--- src/rtl/imm_gen_pipe.sv ---
// Registered immediate generator with a 2-entry valid/ready output buffer.
// Decodes one instruction per cycle into an XLEN-wide immediate and queues it with its tag.
module imm_gen_pipe #(
  parameter int unsigned XLEN  = 64,
  parameter int unsigned TAG_W = 4
) (
  input  logic             clk,
  input  logic             rstn,
  input  logic             flush,
  input  logic             in_valid,
  output logic             in_ready,
  input  logic [2:0]       in_op,
  input  logic [31:0]      in_inst,
  input  logic [TAG_W-1:0] in_tag,
  output logic             out_valid,
  input  logic             out_ready,
  output logic [XLEN-1:0]  out_imm,
  output logic [TAG_W-1:0] out_tag
);

  if (XLEN != 32 && XLEN != 64) begin : gen_bad_xlen
    $error("imm_gen_pipe: XLEN must be 32 or 64");
  end

  localparam bit Is32 = (XLEN == 32);

  logic [63:0]      imm64;
  logic [XLEN-1:0]  imm;
  logic             push;
  logic             pop;

  logic             wr_ptr_q, wr_ptr_d;
  logic             rd_ptr_q, rd_ptr_d;
  logic [1:0]       count_q, count_d;
  logic [XLEN-1:0]  mem_imm_q [2];
  logic [XLEN-1:0]  mem_imm_d [2];
  logic [TAG_W-1:0] mem_tag_q [2];
  logic [TAG_W-1:0] mem_tag_d [2];

  // Build every format at 64 bits and truncate, so XLEN=32 needs no zero-width replications.
  always_comb begin
    imm64 = '0;
    unique case (in_op)
      3'd0: imm64 = '0;
      3'd1: imm64 = {{52{in_inst[31]}}, in_inst[31:20]};
      3'd2: imm64 = {{52{in_inst[31]}}, in_inst[31:25], in_inst[11:7]};
      3'd3: imm64 = {{51{in_inst[31]}}, in_inst[31], in_inst[7], in_inst[30:25],
                     in_inst[11:8], 1'b0};
      3'd4: imm64 = {{32{in_inst[31]}}, in_inst[31:12], 12'b0};
      3'd5: imm64 = {{43{in_inst[31]}}, in_inst[31], in_inst[19:12], in_inst[20],
                     in_inst[30:21], 1'b0};
      3'd6: imm64 = {59'b0, in_inst[19:15]};
      3'd7: imm64 = {58'b0, (Is32 ? 1'b0 : in_inst[25]), in_inst[24:20]};
    endcase
  end

  assign imm = imm64[XLEN-1:0];

  logic unused_bits;
  assign unused_bits = ^{in_inst[6:0], imm64};

  assign in_ready  = (count_q != 2'd2);
  assign out_valid = (count_q != 2'd0);
  assign push      = in_valid & in_ready;
  assign pop       = out_valid & out_ready;
  assign out_imm   = mem_imm_q[rd_ptr_q];
  assign out_tag   = mem_tag_q[rd_ptr_q];

  always_comb begin
    wr_ptr_d  = wr_ptr_q;
    rd_ptr_d  = rd_ptr_q;
    count_d   = count_q;
    mem_imm_d = mem_imm_q;
    mem_tag_d = mem_tag_q;
    if (flush) begin
      wr_ptr_d = 1'b0;
      rd_ptr_d = 1'b0;
      count_d  = 2'd0;
    end else begin
      if (push) begin
        mem_imm_d[wr_ptr_q] = imm;
        mem_tag_d[wr_ptr_q] = in_tag;
        wr_ptr_d            = ~wr_ptr_q;
      end
      if (pop) begin
        rd_ptr_d = ~rd_ptr_q;
      end
      case ({push, pop})
        2'b10:   count_d = count_q + 2'd1;
        2'b01:   count_d = count_q - 2'd1;
        default: count_d = count_q;
      endcase
    end
  end

  always_ff @(posedge clk or negedge rstn) begin
    if (!rstn) begin
      wr_ptr_q <= 1'b0;
      rd_ptr_q <= 1'b0;
      count_q  <= 2'd0;
    end else begin
      wr_ptr_q <= wr_ptr_d;
      rd_ptr_q <= rd_ptr_d;
      count_q  <= count_d;
    end
  end

  // Payload storage is intentionally not reset.
  always_ff @(posedge clk) begin
    mem_imm_q <= mem_imm_d;
    mem_tag_q <= mem_tag_d;
  end

endmodule

--- config.mk ---
export PLATFORM = sky130hd
export DESIGN_NAME = imm_gen_pipe
export DESIGN_NICKNAME = d
export VERILOG_FILES = /design/src/rtl/imm_gen_pipe.sv
export SDC_FILE = /design/constraint.sdc
export NUM_CORES = 1
export LEC_CHECK = 0
export BUFFER_PORTS_ARGS = -buffer_cell sky130_fd_sc_hd__buf_4
export CORE_MARGIN = 2
export CORE_UTILIZATION = 46
export CTS_CLUSTER_SIZE = 8
export DETAILED_ROUTE_END_ITERATION = 6
export PLACE_DENSITY = 0.76
export RECOVER_POWER = 50
export SYNTH_ARGS = -nofsm -noshare
export SYNTH_HDL_FRONTEND = slang
export SYNTH_SLANG_ARGS = --single-unit
export TNS_END_PERCENT = 1
--- constraint.sdc ---
create_clock -name clk -period 3.7 [get_ports clk]
set_input_delay 0.185 -clock clk [delete_from_list [all_inputs] [get_ports clk]]
set_output_delay 0.185 -clock clk [all_outputs]
set_load 0.01 [all_outputs]
==> results of run 1 <==
## worst max-delay path, delay by kind of cell (launching register included)
kind	cells	cell delay (ps)
buf+inv	1	210
flops	1	940
mux	1	640
## per-stage QoR
| step | power [mW] | setup WS (ps) |
|---|---|---|
| 2_1_floorplan | 1.232 | -28.87 |
| 3_3_place_gp | 1.347 | 1375 |
| 3_5_place_dp | 1.356 | 1344 |
| 4_1_cts | 1.984 | 1273 |
| 5_1_grt | 2.034 | 1165 |
| 6_report | 1.952 | 1373 |
## where the power goes
group          internal [mW]  switching [mW]  leakage, nW
logic                  0.166           0.151        0.880
registers              0.985          0.0239        0.723
clock network          0.315           0.312       0.0958
total                   1.47           0.486         1.70
## final timing paths
check | to | slack, ps
max | out_imm[36] | 1370
min | mem_tag_q[2] | 50
max reg2reg | mem_imm_q[18] | 1410
min reg2reg | wr_ptr_q | 610
max in group asynchronous | rd_ptr_q | 3300
min in group asynchronous | wr_ptr_q | 210
## synthesized netlist by cell type
| cell type | instances |
|---|---|
| o22ai_1 | 4 |
| o21a_1 | 2 |
| inv_1 | 5 |
| nand3_1 | 1 |
| xor2_1 | 1 |
| nor2b_1 | 3 |
| nor2_1 | 2 |
| clkbuf_1 | 2 |
| a21oi_1 | 15 |
| o21ai_1 | 10 |
| nor3b_1 | 2 |
| nand2_1 | 18 |
| buf_4 | 37 |
| nand3b_1 | 1 |
| o21ai_0 | 8 |
| and2_1 | 6 |
| or3_1 | 1 |
| mux2i_1 | 2 |
| and2b_2 | 1 |
| a21o_1 | 1 |
| o21ai_2 | 2 |
| buf_2 | 5 |
| mux2_2 | 38 |
| nor3_1 | 2 |
| a22o_1 | 4 |
| o211ai_1 | 1 |
| nor2b_4 | 1 |
| buf_6 | 1 |
| or2_2 | 2 |
| edfxtp_1 | 72 |
| o32ai_2 | 1 |
| dfrtp_1 | 4 |
| inv_2 | 1 |
| nor2b_2 | 1 |
## logic make-up (layout without fill, tap and decap cells)
group | count (synthesis) | after routing
buffers and inverters | 51 | 132
AO/OA/AOI/OAI | 48 | 48
XOR/XNOR | 1 | 1
flip-flops | 76 | 76
AND/OR/NAND/NOR | 41 | 41
multiplexers | 40 | 40
## sequential cells by signal, indices dropped and copies added, names as in the netlist
| name | cells |
|---|---|
| mem_imm_q | 64 |
| mem_tag_q | 8 |
| count_q | 2 |
| rd_ptr_q | 1 |
| wr_ptr_q | 1 |
## metal layers
metal  vias to the layer above  wire (µm)
met5                         -          0
met4                         0        102
met3                        10        471
met2                        97       3453
met1                      1080       2917
li1                       1060          -
## final cells by class
| class | instances | share of cell area |
|---|---|---|
| clock inverter | 7 | 0.01744 |
| tap | 102 | 0.02916 |
| clock buffer | 9 | 0.02830 |
| inverter | 6 | 0.005146 |
| multi-input combinational | 130 | 0.2170 |
| sequential | 76 | 0.5172 |
| timing repair buffer | 110 | 0.1858 |
## timing repair
item                                    CTS  global route
hold endpoints to repair                  4             0
hold buffers                              1             0
endpoints found under the setup margin    0             0
==> impl_metrics.csv, run 1 <==
group,metric,value,unit
power_and_ir_drop,p_leak,1.699,nW
global_routing,grt.met3_usage,0.03862,
cts,postCtsSetupRepairBufs,0,
sta,rsz0062_at_grt,"no",
sta,skew,5.324,ps
synthesis,yosys_warnings,0,
synthesis,synth_top_family_by_area,"multiplexers",
synthesis,netlist_instances,257,
final_layout,antenna_cells,0,
final_layout,fin_util,0.5753,
synthesis,synth_top_area_cell,"edfxtp_1",
synthesis,synth-simple-area-share,0.06132,
setup_path,critPathLaunch,"rd_ptr_q",
final_layout,multi_input_area,949.7,µm²
final_layout,drive_gt1_frac,0.4852,
cts,clockBufferDepth,2,
final_layout,fin_cells,440,
synthesis,synth_nets,301,
sta,drv_slew,0,
global_routing,grt_busiest_layer,"met2",
min_path,min_from,"in_tag[2]",
cts,clock_latency,350,ps
floorplan,die_h,92.11,µm
global_routing,grt_use_total,0.1655,
floorplan,fp-row-count,32,
sta,setup_tns,0,ps
final_layout,final_common_cell,"buf_4",
sta,timing.fmax,429.8,MHz
final_layout,regArea,0.002263,mm²
synthesis,synthMuxAreaShare,0.1254,
min_path,whs_path_depth,1,
setup_path,critPathMaxFanout,37,
synthesis,yosysUniqueCellTypes,34,
floorplan,dieArea,0.008483,mm²
sta,fin_crit_sh,0.6289,
global_routing,grt_pass1_wl,10.65,mm
synthesis,synthXorXnorAreaFrac,0.002453,
drt,drc,0,
cts,tritoncts,"built",
sta,min_period,2327,ps
synthesis,syn_area,0.003571,mm²
setup_path,crit_required,3510,ps
placement,placed_cell_area,0.004213,mm²
synthesis,ys_ff_latch,76,
sta,holdWs,47.46,ps
final_layout,area_growth,22.56,%
cts,clk_pin_slew,80,ps
cts,htreeDepth,3,
outcome,status,"complete, no violations",
setup_path,path_class,"reg -> out",
sta,hold_viol_final,0,
cts,cts_buffers,9,
floorplan,core_area,0.007607,mm²
placement,place_hpwl,4.805,mm
setup_path,worst-r2r-cell-count,5,
drt,viasPerCell,5.107,
final_layout,nNetsFinal,377,
setup_path,crit_path_start_kind,"flip-flop",
synthesis,synth.top_cell.area_share,0.6055,
cts,cts-root-buf,"clkbuf_8",
setup_path,critPathArrivalTime,2140,ps
placement,dp.cells,423,
synthesis,synth-adder-area-share,0,
final_layout,layout.filler_cells,655,
global_routing,gr-total-overflow,0,
setup_path,crit_path_cell_trace,"mux2_2 -> buf_4",
final_layout,postLayoutCellArea,0.004377,mm²
cts,ctsResizeCount,0,
drt,dr_total_vias,2247,
floorplan,start_util,0.4694,
synthesis,synth_compound_area_frac,0.08094,
sta,worst_slew_pin_slew,1113,ps
flow_run,cap_violations,0,
synthesis,synth.avg_cell_area,13.89,µm²
global_routing,first_global_vias,2196,
synthesis,ys_seq_area_frac,0.6335,
global_routing,grtUsageMet2,0.2819,
final_layout,final_cell_mix,"101 x buf_4, 72 x edfxtp_1, 38 x mux2_2",
power_and_ir_drop,powerDensity,445.9,mW/mm²
floorplan,ios,114,
setup_path,endpoint_kind,"output port",
sta,max_slew_margin,0.2580,
placement,port_buffers,106,
setup_path,r2r-start,"count_q[1]",
power_and_ir_drop,ir_drop,0.2208,mV
sta,setup_viol,0,
min_path,min_path_type,"in -> reg",
drt,routedWlPerCell,15.78,µm
global_routing,use_met1,0.1999,
global_routing,grt_start_max_net_pins,38,
setup_path,critPathSlowestCell,"dfrtp_2",
drt,drtIter0Drc,97,
floorplan,die_x,92.11,µm
drt,ant_nets,0,
drt,dr.pass1.iters,4,
setup_path,max_stage_delay,940,ps
placement,place_congestion,0.7533,
synthesis,yosys-top-cells-area,"edfxtp_1 61%, mux2_2 12%, buf_4 7.8%",
global_routing,antenna_found_initial,0,
cts,clock_sinks,76,
drt,wl,6.945,mm
(Power assumes the default switching activity.)
==> inputs of run 2 (changes only) <==
--- a/config.mk
+++ b/config.mk
@@ -5,6 +5,7 @@
 export SDC_FILE = /design/constraint.sdc
 export NUM_CORES = 1
 export LEC_CHECK = 0
+export ABC_AREA = 1
 export BUFFER_PORTS_ARGS = -buffer_cell sky130_fd_sc_hd__buf_4
 export CORE_MARGIN = 2
 export CORE_UTILIZATION = 46
==> constraint.sdc (replaced) <==
create_clock -name clk -period 1.95 [get_ports clk]
set_input_delay 0.0975 -clock clk [delete_from_list [all_inputs] [get_ports clk]]
set_output_delay 0.0975 -clock clk [all_outputs]
set_load 0.01 [all_outputs]
==> run 2 against run 1 <==
Net effect: global-route usage is 1.7 points higher; register-to-register slack worse by 1200 ps; utilization is 1.5 points higher; worst hold slack better by 31 ps; largest power group unchanged; final cell count is 22% higher; non-clock buffer count is 7 higher; sequential share of layout area is 1.6 points lower; die area is 0.90% higher.
==> impl_metrics.csv, run 2 <==
group,metric,value,unit
synthesis,synth-async-reset-ratio,0.05263,
final_layout,final_common_cell,"nand2_1",
synthesis,synth_most_common_cell,"nand2_1",
final_layout,fin_cells,537,
floorplan,dieArea,0.008560,mm²
flow_run,cap_violations,0,
cts,htreeDepth,3,
drt,routedWlPerCell,14.12,µm
final_layout,fin_util,0.5908,
global_routing,gr-total-overflow,0,
setup_path,crit_required,1850,ps
global_routing,antenna_found_initial,0,
cts,cts-root-buf,"clkbuf_8",
synthesis,ys_seq_area_frac,0.6276,
setup_path,critPathArrivalTime,1650,ps
floorplan,die_x,92.52,µm
setup_path,critPathMaxFanout,33,
final_layout,regArea,0.002262,mm²
final_layout,nNetsFinal,474,
synthesis,synth_nets,392,
cts,tritoncts,"built",
synthesis,yosys-top-cells-area,"edfxtp_1 60%, nand2_1 15%, buf_4 7.1%",
global_routing,first_global_vias,2547,
synthesis,synth.top_cell.area_share,0.5998,
placement,place_hpwl,5.056,mm
sta,drv_slew,0,
drt,dr.pass1.iters,4,
sta,holdWs,78.57,ps
synthesis,synthTopCellsByCount,"142 x nand2_1, 72 x edfxtp_1, 34 x buf_4",
synthesis,yosys_most_used_dff,"edfxtp_1",
floorplan,core_area,0.007647,mm²
cts,clock_sinks,76,
drt,viasPerCell,5.013,
final_layout,drive_gt1_frac,0.3126,
cts,clock_latency,350,ps
floorplan,start_util,0.4714,
power_and_ir_drop,powerDensity,1036,mW/mm²
final_layout,final_cell_mix,"145 x nand2_1, 103 x buf_4, 72 x edfxtp_1",
cts,cts_buffers,9,
sta,worst_slew_pin_slew,849.6,ps
sta,timing.fmax,571.8,MHz
placement,placed_cell_area,0.004280,mm²
synthesis,yosys_warnings,0,
sta,fin_crit_sh,0.8969,
sta,hold_viol_final,0,
global_routing,grt_start_max_net_pins,38,
cts,clk_pin_slew,80,ps
final_layout,area_growth,25.34,%
setup_path,crit_path_start_kind,"flip-flop",
final_layout,layout.filler_cells,634,
global_routing,grt_use_total,0.1823,
placement,place_congestion,0.7988,
sta,rsz0062_at_grt,"no",
sta,setup_viol,0,
final_layout,multi_input_area,913.4,µm²
setup_path,endpoint_kind,"output port",
global_routing,grt_pass1_wl,11.88,mm
final_layout,largest_registers,"mem_imm_q (64), mem_tag_q (8), count_q (2)",
synthesis,syn_area,0.003605,mm²
synthesis,yosysUniqueCellTypes,24,
sta,max_slew_margin,0.4336,
outcome,status,"complete, no violations",
final_layout,postLayoutCellArea,0.004518,mm²
placement,dp.cells,516,
drt,drtIter0Drc,180,
floorplan,ios,114,
synthesis,synth.avg_cell_area,10.36,µm²
setup_path,path_class,"reg -> out",
sta,min_period,1749,ps
sta,skew,5.661,ps
sta,fin_ws,201.0,ps
power_and_ir_drop,power,4.680,mW
placement,pre_cts_slack,460.4,ps
drt,ant_nets,0,
final_layout,largest_reg_flops,64,
drt,dr_total_vias,2692,
drt,wl,7.581,mm
power_and_ir_drop,p_leak,2.036,nW
floorplan,die_h,92.52,µm
min_path,min_path_type,"in -> reg",
drt,drc,0,
final_layout,regMostFlops,"mem_imm_q",
synthesis,ys_ff_latch,76,
floorplan,fp-row-count,32,
synthesis,synth_top_area_cell,"edfxtp_1",
power_and_ir_drop,ir_drop,0.6309,mV
synthesis,synth_edf_count,72,
sta,setup_tns,0,ps
cts,clockBufferDepth,2,
final_layout,antenna_cells,0,
cts,ctsResizeCount,0,
placement,port_buffers,106,
synthesis,netlist_instances,348,
run 2: path summary, 6_finish.rpt:
kind                        startpoint  cells after the start            end  slack, ps
hold / removal             in_inst[12]                      3  mem_imm_q[12]         80
max in group asynchronous         rstn                      2     count_q[0]       1650
setup reg to reg            count_q[0]                      5  mem_imm_q[11]        240
min in group asynchronous         rstn                      2     count_q[1]        110
setup / recovery              rd_ptr_q                      5    out_imm[40]        200
hold reg to reg               wr_ptr_q                      1       wr_ptr_q        550
run 2: per-layer routing:
metal	vias to the layer above	wire length (µm)	track usage
met5	-	0	0
met4	0	142	0.07960
met3	17	537	0.05370
met2	107	3741	0.2981
met1	1267	3159	0.2250
li1	1301	-	-
run 2: where the power goes:
part | switching, mW | internal (mW) | leakage (nW)
Combinational | 0.705 | 0.544 | 1.19
Sequential | 0.0433 | 1.92 | 0.724
Clock | 0.606 | 0.859 | 0.120
run 2: worst max-delay path, stage by stage (launching register included):
cell and delay, ps:
dfrtp_1 390, buf_4 310, nand2_1 80, nand2_1 80
buf_4 270, buf_4 180
run 2: cell families after synthesis:
family	count (synthesis)	share of synthesized area
AO/OA/AOI/OAI	19	0.03957
XOR/XNOR	1	0.002430
buffers and inverters	65	0.1135
flip-flops	76	0.6276
AND/OR/NAND/NOR	187	0.2169
run 2: area by class of cell:
type,count,share of cell area
sequential,76,0.5007
multi-input combinational,207,0.2022
timing repair buffer,117,0.1975
tap,102,0.02825
clock buffer,9,0.02742
clock inverter,7,0.02742
inverter,19,0.01662
run 2: what timing repair did:
action / CTS / global route
endpoints found under the hold margin: 12 / 0
setup buffers: 0 / 0
hold buffers: 5 / 0
==> inputs of run 3 (changes only) <==
--- a/config.mk
+++ b/config.mk
@@ -11,8 +11,9 @@
 export CORE_UTILIZATION = 46
 export CTS_CLUSTER_SIZE = 8
 export DETAILED_ROUTE_END_ITERATION = 6
+export GPL_TIMING_DRIVEN = 1
 export PLACE_DENSITY = 0.76
-export RECOVER_POWER = 50
+export RECOVER_POWER = 25
 export SYNTH_ARGS = -nofsm -noshare
 export SYNTH_HDL_FRONTEND = slang
 export SYNTH_SLANG_ARGS = --single-unit
==> run 3 against run 2 <==
Net effect: combinational power hardly changed; non-clock buffer count unchanged; routed wire length up 0.16%; clock skew about the same; count of clock-buffer cells in the layout unchanged; die area did not move; global-route usage did not move; fmax hardly changed; clock power is essentially flat; worst hold slack got worse by 2.9 ps; flip-flop and latch count did not move; largest cell class unchanged.
==> impl_metrics.csv, run 3 (synthesis gave the netlist of run 2 again) <==
group,metric,value,unit
setup_path,r2r-start,"count_q[1]",
setup_path,endpoint_kind,"output port",
final_layout,fin_cells,537,
placement,dp.cells,516,
cts,htreeDepth,3,
final_layout,fin_util,0.5951,
setup_path,crit_required,1850,ps
global_routing,grt_use_total,0.1823,
floorplan,core_area,0.007647,mm²
outcome,status,"complete, no violations",
cts,clock_latency,350,ps
cts,postCtsSetupRepairBufs,0,
setup_path,critPathMaxFanout,33,
global_routing,first_global_vias,2547,
floorplan,ios,114,
sta,rsz0062_at_grt,"no",
sta,skew,5.752,ps
sta,fin_ws,201.2,ps
placement,placed_cell_area,0.004280,mm²
min_path,whs_path_depth,3,
min_path,hold_end,"mem_imm_q[12]",
sta,holdWs,75.69,ps
sta,max_slew_margin,0.4311,
setup_path,r2r_slack,450,ps
final_layout,area_growth,26.24,%
sta,min_period,1749,ps
cts,cts-root-buf,"clkbuf_8",
min_path,min_from,"in_inst[12]",
final_layout,regMostFlops,"mem_imm_q",
sta,setup_viol,0,
floorplan,start_util,0.4714,
flow_run,cap_violations,0,
final_layout,antenna_cells,0,
global_routing,gr-total-overflow,0,
min_path,min_path_type,"in -> reg",
sta,worst_slew_pin_slew,853.4,ps
power_and_ir_drop,p_leak,2.045,nW
setup_path,r2r-end,"mem_imm_q[68]",
drt,routedWlPerCell,14.14,µm
setup_path,path_class,"reg -> out",
drt,ant_nets,0,
power_and_ir_drop,power,4.709,mW
global_routing,grt_start_max_net_pins,38,
drt,wl,7.593,mm
final_layout,final_common_cell,"nand2_1",
final_layout,largest_registers,"mem_imm_q (64), mem_tag_q (8), count_q (2)",
floorplan,die_h,92.52,µm
cts,cts_buffers,9,
placement,pre_cts_slack,460.4,ps
final_layout,largest_reg_flops,64,
placement,port_buffers,106,
drt,dr.pass1.iters,4,
power_and_ir_drop,powerDensity,1035,mW/mm²
sta,timing.fmax,571.8,MHz
drt,drtIter0Drc,165,
power_and_ir_drop,ir_drop,0.6361,mV
cts,clockBufferDepth,2,
sta,fin_crit_sh,0.8968,
sta,hold_viol_final,0,
floorplan,dieArea,0.008560,mm²
placement,place_congestion,0.7988,
final_layout,postLayoutCellArea,0.004551,mm²
cts,clock_sinks,76,
setup_path,crit_path_start_kind,"flip-flop",
global_routing,antenna_found_initial,0,
global_routing,grt_pass1_wl,11.88,mm
final_layout,final_cell_mix,"143 x nand2_1, 104 x buf_4, 72 x edfxtp_1",
final_layout,nNetsFinal,474,
drt,dr_total_vias,2699,
setup_path,worst-r2r-cell-count,4,
final_layout,drive_gt1_frac,0.3241,
sta,drv_slew,0,
setup_path,critPathArrivalTime,1650,ps
drt,viasPerCell,5.026,
drt,drc,0,
sta,setup_tns,0,ps
floorplan,die_x,92.52,µm
placement,place_hpwl,5.056,mm
cts,tritoncts,"built",
cts,clk_pin_slew,80,ps
floorplan,fp-row-count,32,
==> run 3: cell count changes in the layout (fill, tap and decap cells not counted), sizes merged <==
cell	before	now
buf	104	106
clkbuf	17	15
==> run 3: worst max-delay path by stage <==
stage | startpoint | endpoint | cells past startpoint
floorplan | count_q[1] | mem_imm_q[0] | 4
global placement | count_q[1] | mem_imm_q[83] | 4
detailed placement | count_q[1] | mem_imm_q[82] | 4
CTS | rd_ptr_q | out_imm[40] | 5
global route | rd_ptr_q | out_imm[43] | 5
finish | rd_ptr_q | out_imm[40] | 5
==> run 3: layer usage <==
metal  routed length, µm  up-vias  part of all wire  GRT usage
li1                    -     1301                 -          -
met1                3183     1266              0.42     0.2250
met2                3676      115              0.48     0.2981
met3                 594       17             0.078    0.05370
met4                 139        0             0.018    0.07960
met5                   0        -                 0          0
==> run 3: power by group <==
part,internal [mW],switching (mW)
Combinational,0.560,0.713
Sequential,1.92,0.0476
Clock,0.859,0.608
==> run 3: cell type report <==
| class | count | area [µm²] |
|---|---|---|
| clock inverter | 7 | 123.9 |
| timing repair buffer | 117 | 908.4 |
| multi-input combinational | 207 | 929.6 |
| fill | 631 | 3097 |
| clock buffer | 9 | 123.9 |
| sequential | 76 | 2262 |
| tap | 102 | 127.6 |
| inverter | 19 | 75.07 |
==> run 3: critical path, cell delays in order, from the launching register on <==
cell	delay, ps
dfrtp_1	390
buf_4	310
nand2_1	80
nand2_1	80
buf_4	270
buf_4	180
==> run 3: timing repair <==
| action | CTS | global route |
|---|---|---|
| resized for setup | 0 | 0 |
| hold endpoints to repair | 12 | 0 |
| hold buffers | 5 | 0 |
